**src/rtl/keypad_pkg.sv**
```systemverilog
// Shared types and helpers for the keypad code-entry front end.
package keypad_pkg;

    localparam int DIGIT_W  = 4;
    localparam int NUM_KEYS = 10;

    typedef enum logic [1:0] {
        IDLE,
        COLLECT,
        EVAL
    } state_e;

    // Index of the (single) set bit; callers guarantee one-hot input.
    function automatic logic [DIGIT_W-1:0] onehot_to_digit(input logic [NUM_KEYS-1:0] onehot);
        logic [DIGIT_W-1:0] digit;
        digit = '0;
        for (int i = 0; i < NUM_KEYS; i++) begin
            if (onehot[i]) digit = DIGIT_W'(i);
        end
        return digit;
    endfunction

    function automatic logic popcount_gt1(input logic [NUM_KEYS-1:0] vec);
        return (vec & (vec - NUM_KEYS'(1))) != '0;
    endfunction

endpackage

```
**src/rtl/key_edge_detect.sv**
```systemverilog
// Rising-edge detection for the digit keys and the cancel button.
module key_edge_detect #(
    parameter int WIDTH = 10
) (
    input  logic             clk,
    input  logic             reset,
    input  logic [WIDTH-1:0] key,
    input  logic             clear_key,
    output logic [WIDTH-1:0] press,
    output logic             clear_edge
);

    logic [WIDTH-1:0] key_q, key_d;
    logic             clr_q, clr_d;

    always_comb begin
        key_d = key;
        clr_d = clear_key;
    end

    // NOTE: history resets to all-ones so a key held through reset is not a press.
    always_ff @(posedge clk) begin
        if (!reset) begin
            key_q <= '1;
            clr_q <= 1'b1;
        end else begin
            key_q <= key_d;
            clr_q <= clr_d;
        end
    end

    assign press      = key & ~key_q;
    assign clear_edge = clear_key & ~clr_q;

endmodule

```
**src/rtl/keypad_code_entry.sv**
```systemverilog
// Collects CODE_LEN keypad digits into one attempt and reports pass/fail,
// with cancel, inactivity timeout, multi-key rejection and lockout gating.
module keypad_code_entry
    import keypad_pkg::*;
#(
    parameter int                            CODE_LEN    = 4,
    parameter logic [CODE_LEN*DIGIT_W-1:0]   SECRET      = 16'h1234,
    parameter int                            TIMEOUT_CYC = 1000
) (
    input  logic                          clk,
    input  logic                          reset,
    input  logic [NUM_KEYS-1:0]           key,
    input  logic                          clear_key,
    input  logic                          locked,
    output logic                          attempt_valid,
    output logic                          attempt_ok,
    output logic                          key_err,
    output logic                          timeout,
    output logic [$clog2(CODE_LEN+1)-1:0] digit_count
);

    localparam int BUF_W = CODE_LEN * DIGIT_W;
    localparam int CNT_W = $clog2(CODE_LEN + 1);
    localparam int TMR_W = $clog2(TIMEOUT_CYC);

    localparam logic [CNT_W-1:0] CNT_LAST = CNT_W'(CODE_LEN - 1);
    localparam logic [TMR_W-1:0] TMR_LAST = TMR_W'(TIMEOUT_CYC - 1);
    localparam logic [TMR_W-1:0] TMR_MAX  = '1;

    state_e             state_q, state_d;
    logic [BUF_W-1:0]   buf_q, buf_d;
    logic [CNT_W-1:0]   count_q, count_d;
    logic [TMR_W-1:0]   timer_q, timer_d;
    logic               key_err_q, key_err_d;
    logic               timeout_q, timeout_d;

    logic [NUM_KEYS-1:0] press;
    logic                clear_edge;
    logic                multi_key;
    logic                accept;

    key_edge_detect #(
        .WIDTH (NUM_KEYS)
    ) u_edge (
        .clk        (clk),
        .reset      (reset),
        .key        (key),
        .clear_key  (clear_key),
        .press      (press),
        .clear_edge (clear_edge)
    );

    assign multi_key = popcount_gt1(press);
    assign accept    = (press != '0) && !multi_key && !locked && !clear_edge
                       && (state_q != EVAL);

    // NOTE: every variable gets a default first so no path infers a latch.
    always_comb begin
        state_d   = state_q;
        buf_d     = buf_q;
        count_d   = count_q;
        timer_d   = timer_q;
        key_err_d = multi_key;
        timeout_d = 1'b0;

        if (state_q == EVAL) begin
            // The attempt always completes; presses and clears here are dropped.
            state_d = IDLE;
            buf_d   = '0;
            count_d = '0;
            timer_d = '0;
        end else if (clear_edge || locked) begin
            state_d = IDLE;
            buf_d   = '0;
            count_d = '0;
            timer_d = '0;
        end else if (accept) begin
            buf_d   = (buf_q << DIGIT_W) | BUF_W'(onehot_to_digit(press));
            count_d = count_q + CNT_W'(1);
            timer_d = '0;
            state_d = (count_q == CNT_LAST) ? EVAL : COLLECT;
        end else if (state_q == COLLECT) begin
            if (timer_q == TMR_LAST) begin
                state_d   = IDLE;
                buf_d     = '0;
                count_d   = '0;
                timer_d   = '0;
                timeout_d = 1'b1;
            end else if (timer_q != TMR_MAX) begin
                timer_d = timer_q + TMR_W'(1);
            end
        end
    end

    // NOTE: sequential state uses non-blocking assignments only.
    always_ff @(posedge clk) begin
        if (!reset) begin
            state_q   <= IDLE;
            buf_q     <= '0;
            count_q   <= '0;
            timer_q   <= '0;
            key_err_q <= 1'b0;
            timeout_q <= 1'b0;
        end else begin
            state_q   <= state_d;
            buf_q     <= buf_d;
            count_q   <= count_d;
            timer_q   <= timer_d;
            key_err_q <= key_err_d;
            timeout_q <= timeout_d;
        end
    end

    assign attempt_valid = (state_q == EVAL);
    assign attempt_ok    = attempt_valid && (buf_q == SECRET);
    assign key_err       = key_err_q;
    assign timeout       = timeout_q;
    assign digit_count   = count_q;

endmodule
```
**config.mk**
```make
export PLATFORM = sky130hd
export DESIGN_NAME = keypad_code_entry
export DESIGN_NICKNAME = d
export VERILOG_FILES = /design/src/rtl/keypad_pkg.sv /design/src/rtl/key_edge_detect.sv /design/src/rtl/keypad_code_entry.sv
export SDC_FILE = /design/constraint.sdc
export NUM_CORES = 1
export LEC_CHECK = 0
export ABC_AREA = 1
export BUFFER_PORTS_ARGS = -buffer_cell sky130_fd_sc_hd__buf_2
export CORE_MARGIN = 5
export CORE_UTILIZATION = 55
export CTS_CLUSTER_SIZE = 28
export DETAILED_ROUTE_END_ITERATION = 12
export GPL_TIMING_DRIVEN = 0
export PLACE_DENSITY_LB_ADDON = 0.2
export REMOVE_ABC_BUFFERS = 1
export SYNTH_ARGS = -nofsm -noshare
export SYNTH_HDL_FRONTEND = slang
export SYNTH_SLANG_ARGS = --single-unit
export TNS_END_PERCENT = 5
```
**constraint.sdc**
```tcl
create_clock -name clk -period 2.1 [get_ports clk]
set_clock_uncertainty 0.2 [all_clocks]
set_input_delay 0.42 -clock clk [delete_from_list [all_inputs] [get_ports clk]]
set_output_delay 0.42 -clock clk [all_outputs]
set_load 0.01 [all_outputs]
```
# Yosys cells after proc, flatten, opt, wreduce, memory -nomap -nowiden
# Cells that the tools add are included.
# Widths: inputs -> output; s select.
# word_totals
register_bits	44
input_bits	14
word_cells	70
# classes
n_addsub	3
n_eq_ne	7
muxes	25
bitwise	8
reduce_logical	19
# op_table
operator	n
$mux 16	3
$mux 4	11
$and 10x10->10	2
$mux 10	2
$reduce_bool 10->1	2
$eq 16x13->1 const B	1
$or 16x4->16	1
$add 10x1->10 const B	1
$eq 10x10->1 const B	1
$ne 10x10->1 const B	1
$not 10->10	1
$sub 10x1->10 const B	1
$mux 3	3
$mux 2	4
$reduce_bool 2->1	3
$logic_and 1x1->1	5
$reduce_or 5->1	1
$reduce_and 2->1	2
$reduce_or 4->1	1
$add 3x1->3 const B	1
$eq 3x2->1 const B	1
$logic_not 1->1	3
$not 1->1	3
$reduce_or 3->1	1
other kinds (6)	7

# Logic depth before layout (Yosys ltp)
# depth
word_depth	16
mapped_depth	13
depth_no_buf	12

# By module
# Synthesis repeated with hierarchy kept, for this count alone.
# unflattened
cells_unflattened	312
area_unflattened_um2	2173.3
# modules_own_cells
module	instances	cells_per_inst	area_per_inst_um2
keypad_code_entry	1	267	1818.0
key_edge_detect	1	45	355.3

# Worst setup path before layout
# No wires, ideal clock.
# synth_timing
path_kind	input to register
from	input port key[9]
to	register count_q[2], in the netlist digit_count[2]
setup_ps	116
arrival_time_ps	1474
setup_slack_ps	310
path_stages	11
n_path_buf	1
path_cell_list	inv_1 or2_1 nand2_1 inv_2 nand3_1 nand2_1 inv_2 nand3_4 nand3_1 buf_4 o21ai_1
# synth_between
elab_chain_cells	11
elab_cells_between_ends	14
# synth_rtl
element	line	source
from (decl)	keypad_code_entry.sv:12	input logic [NUM_KEYS-1:0] key,
$and 10x10->10 (*)	key_edge_detect.sv:32	assign press = key & ~key_q;
$sub 10x1->10	keypad_pkg.sv:24	return (vec & (vec - NUM_KEYS'(1))) != '0;
$and 10x10->10	keypad_pkg.sv:24	
$reduce_bool 10->1	keypad_pkg.sv:24	
$logic_not 1->1	keypad_code_entry.sv:54	assign accept = (press != '0) && !multi_key && !locked && !clear_edge
$logic_and 1x1->1 (*) (3 in series)	keypad_code_entry.sv:54	
$logic_and 1x1->1 (*)	keypad_code_entry.sv:55	&& (state_q != EVAL);
$reduce_bool 2->1 (no line)	-	
$reduce_and 2->1 (no line)	-	
to (signal assigned)	keypad_code_entry.sv:107	count_q <= count_d;
to (decl)	keypad_code_entry.sv:32	logic [CNT_W-1:0] count_q, count_d;
# Every way passes the cells marked *; elsewhere a longest branch is shown, timed or not.
# A chain may end at the register's enable or synchronous reset.

# Worst setup path in the final report
# layout_timing
from	register buf_q[4]
to	output port attempt_ok
# layout_between
elab_chain_cells	2
# layout_rtl
element	line	source
from (decl)	keypad_code_entry.sv:31	logic [BUF_W-1:0] buf_q, buf_d;
from (signal assigned)	keypad_code_entry.sv:106	buf_q <= buf_d;
$eq 16x13->1	keypad_code_entry.sv:115	assign attempt_ok = attempt_valid && (buf_q == SECRET);
$logic_and 1x1->1	keypad_code_entry.sv:115	
to (decl)	keypad_code_entry.sv:16	output logic attempt_ok,
# No other way between the ends.

==> run_results.csv <==
group,metric,value,unit
detailed_routing,vias,1843,
placed_design,gp_congestion,0.872,
sta,slew_viol_final,0,
setup_path,crit_type,"flip-flop to output port",
global_routing,first_global_vias,1622,
yosys,ys_ff_latch,44,
sta,setup_violations,0,
cts,cts_tree,"built",
outcome,status,"finished, final reports clean",
finish,area_growth,12.6,%
floorplanning,dieArea,0.00522,sq mm
yosys,synth_cells,301,
cts,path_clk_slew,90,ps
yosys,ys_types,33,
sta,rsz0062_at_grt,"yes",
yosys,synth_area,0.00213,sq mm
detailed_routing,drtIter0Drc,121,
sta,timing_hold_violations_final,0,
power_and_ir_drop,p_per_area,693,mW/mm^2
power_and_ir_drop,power.leakage,1.13,nW
floorplanning,core_area,0.00372,sq mm
cts,cts_sinks,44,
cts,insertion_delay,300,ps
detailed_routing,ant_nets,0,
setup_path,cp_max_fo,2,
sta,period_minus_slack,2000,ps
yosys,synth.area.top_cells,"dfxtp_1 41%, nand2_1 13%, inv_1 8.8%",
floorplanning,start_util,57.4,%
sta,whs,98.4,ps
setup_path,slowest_stage,"dfxtp_1",
power_and_ir_drop,ir_worst_vdd,0.000477,V
job,cap_violations,0,
detailed_routing,drt-wirelength-per-cell,10.8,um
sta,clock.fmax,500,MHz
placed_design,dpl.hpwl,2980,um
yosys,synth_top_area_share,41.3,%
sta,period_share,95.2,%
placed_design,place_ws,-359,ps
detailed_routing,first_pass_iters,4,
finish,diodes,0,
sta,fin_ws,100,ps
finish,nets,341,
setup_path,arrival,1380,ps
yosys,yosysSeqAreaShare,41.3,%
setup_path,cp-start-kind,"flip-flop",
placed_design,port-buffer-count,20,
worst_hold_path,hold_path.class,"input port to flip-flop",
cts,cts-htree-levels,2,
floorplanning,rows,22,
setup_path,slowest_delay,340,ps
setup_path,worst_setup_path_end_kind,"output port",
sta,slew_headroom,71.5,%
floorplanning,die_w,72.3,um
yosys,syn_avg_cell_area,7.08,sq um
detailed_routing,viasPerCell,4.94,
global_routing,grt_max_degree,17,
global_routing,grt_pass1_wl,6870,um
global_routing,grt_util_all_layers,16.3,%
setup_path,required,1480,ps
cts,postCtsSetupRepairBufs,0,
floorplanning,die_h,72.3,um
yosys,yosysWarnings,0,
detailed_routing,drc,0,
sta,worstMarginPinSlew,426,ps
cts,cts_buffers,5,
global_routing,gr-total-overflow,0,
cts,cts_hold_buf,0,
detailed_routing,drt_wl_total,4030,um
global_routing,antenna_found_initial,0,
cts,cts-root-buf,"clkbuf_8",
floorplanning,ios,21,
setup_path,path_cells,"inv_1 -> nor4_1 -> nand3_1 -> nor4_2 -> buf_2",
cts,cts_buffer_depth,2,
finish,layout-drive-gt1-share,18.2,%
yosys,synth_top_area_cell,"dfxtp_1",
[cell type report]
cell class / count / area, sq um
Clock inverter: 3 / 42.5
Multi-Input combinational cell: 198 / 1040
Fill cell: 341 / 1320
Timing Repair Buffer: 20 / 100
Sequential cell: 44 / 881
Clock buffer: 5 / 68.8
Tap cell: 48 / 60.1
Inverter: 55 / 209
[cell usage in the layout, fill, tap and decap left out, types with 10 or more instances in the layout]
| master | n |
|---|---|
| dfxtp_1 | 44 |
| buf_2 | 20 |
| nand2_2 | 12 |
| o21ai_0 | 11 |
| o21ai_1 | 10 |
| nor2_1 | 25 |
| nand2_1 | 71 |
| inv_1 | 50 |
| nand3_1 | 17 |
[through the flow]
stage	util [%]	setup TNS [ps]	instances	total power [mW]	area (sq um)
5_1_grt	64.6	-86.4	373	1.73	2400
2_1_floorplan	-	0	297	0.989	2100
6_report	64.6	0	373	1.66	2400
3_3_place_gp	60.9	-3380	365	1.03	2260
3_5_place_dp	60.9	-4010	365	1.04	2260
4_1_cts	64.1	0	373	1.68	2380
[critical path: cells and delay by family, from the launching register on]
family / cells / cell delay [ps]
buffers and inverters: 2 / 230
flip-flops: 1 / 340
AND/OR/NAND/NOR: 3 / 510
[path summary, 6_finish.rpt]
kind | start | end | slack [ps] | cells after the start
worst max-delay path | buf_q[4]$_SDFFE_PP0P_ | attempt_ok | 100 | 5
worst min-delay path | key[9] | u_edge.key_q[9]$_SDFF_PN1_ | 100 | 3
worst max register to register | timer_q[0]$_SDFFE_PP0P_ | timer_q[6]$_SDFFE_PP0P_ | 160 | 9
worst min register to register | buf_q[4]$_SDFFE_PP0P_ | buf_q[8]$_SDFFE_PP0P_ | 270 | 2
[cell usage after synthesis, drive strengths merged]
library cell  instances
or2                   1
nor4                  5
nor2                 32
nand4                 7
nand3b                1
nor3b                 2
inv                  55
a21boi                1
o31ai                 1
nor3                  7
a21oi                 7
nand3                19
a31oi                 1
ha                    3
xor2                  5
dfxtp                44
buf                   3
nand2                84
o21ai                21
clkbuf                1
o41ai                 1
[kinds of logic after synthesis]
logic type | synth area share (%)
AOI/OAI and AO/OA | 8.16
xor gates and xnor gates | 2.05
adders and majority gates | 1.76
buffers and inverters | 11.0
DFF | 41.3
and+or+nand+nor | 35.7
[registers in the layout, indices dropped and copies added, names as in the netlist]
| register | count |
|---|---|
| digit_count | 3 |
| key_err | 1 |
| buf_q | 16 |
| timeout | 1 |
| u_edge.clr_q | 1 |
| state_q | 2 |
| u_edge.key_q | 10 |
| timer_q | 10 |
[what timing repair did]
item | in CTS | in global routing
pin swaps | 0 | 0
resized for setup | 2 | 4
gates cloned | 0 | 0
endpoints found under the setup margin | 14 | 5
[power by group]
part / leakage, nW / total (mW) / switching (mW) / internal (mW)
Clock: 0.0541 / 0.647 / 0.295 / 0.352
Combinational: 0.721 / 0.161 / 0.110 / 0.0511
Sequential: 0.358 / 0.857 / 0.00673 / 0.851
Total: 1.13 / 1.66 / 0.411 / 1.25
[metal layers]
| metal | global-route usage, % | vias up | share of wire [%] |
|---|---|---|---|
| met4 | 5.01 | 0 | 1.4 |
| met5 | 0 | - | 0 |
| li1 | - | 988 | - |
| met2 | 28.3 | 25 | 47 |
| met1 | 19.9 | 824 | 48 |
| met3 | 3.88 | 6 | 3.8 |
Note: power is estimated with default switching activity, not from simulation.
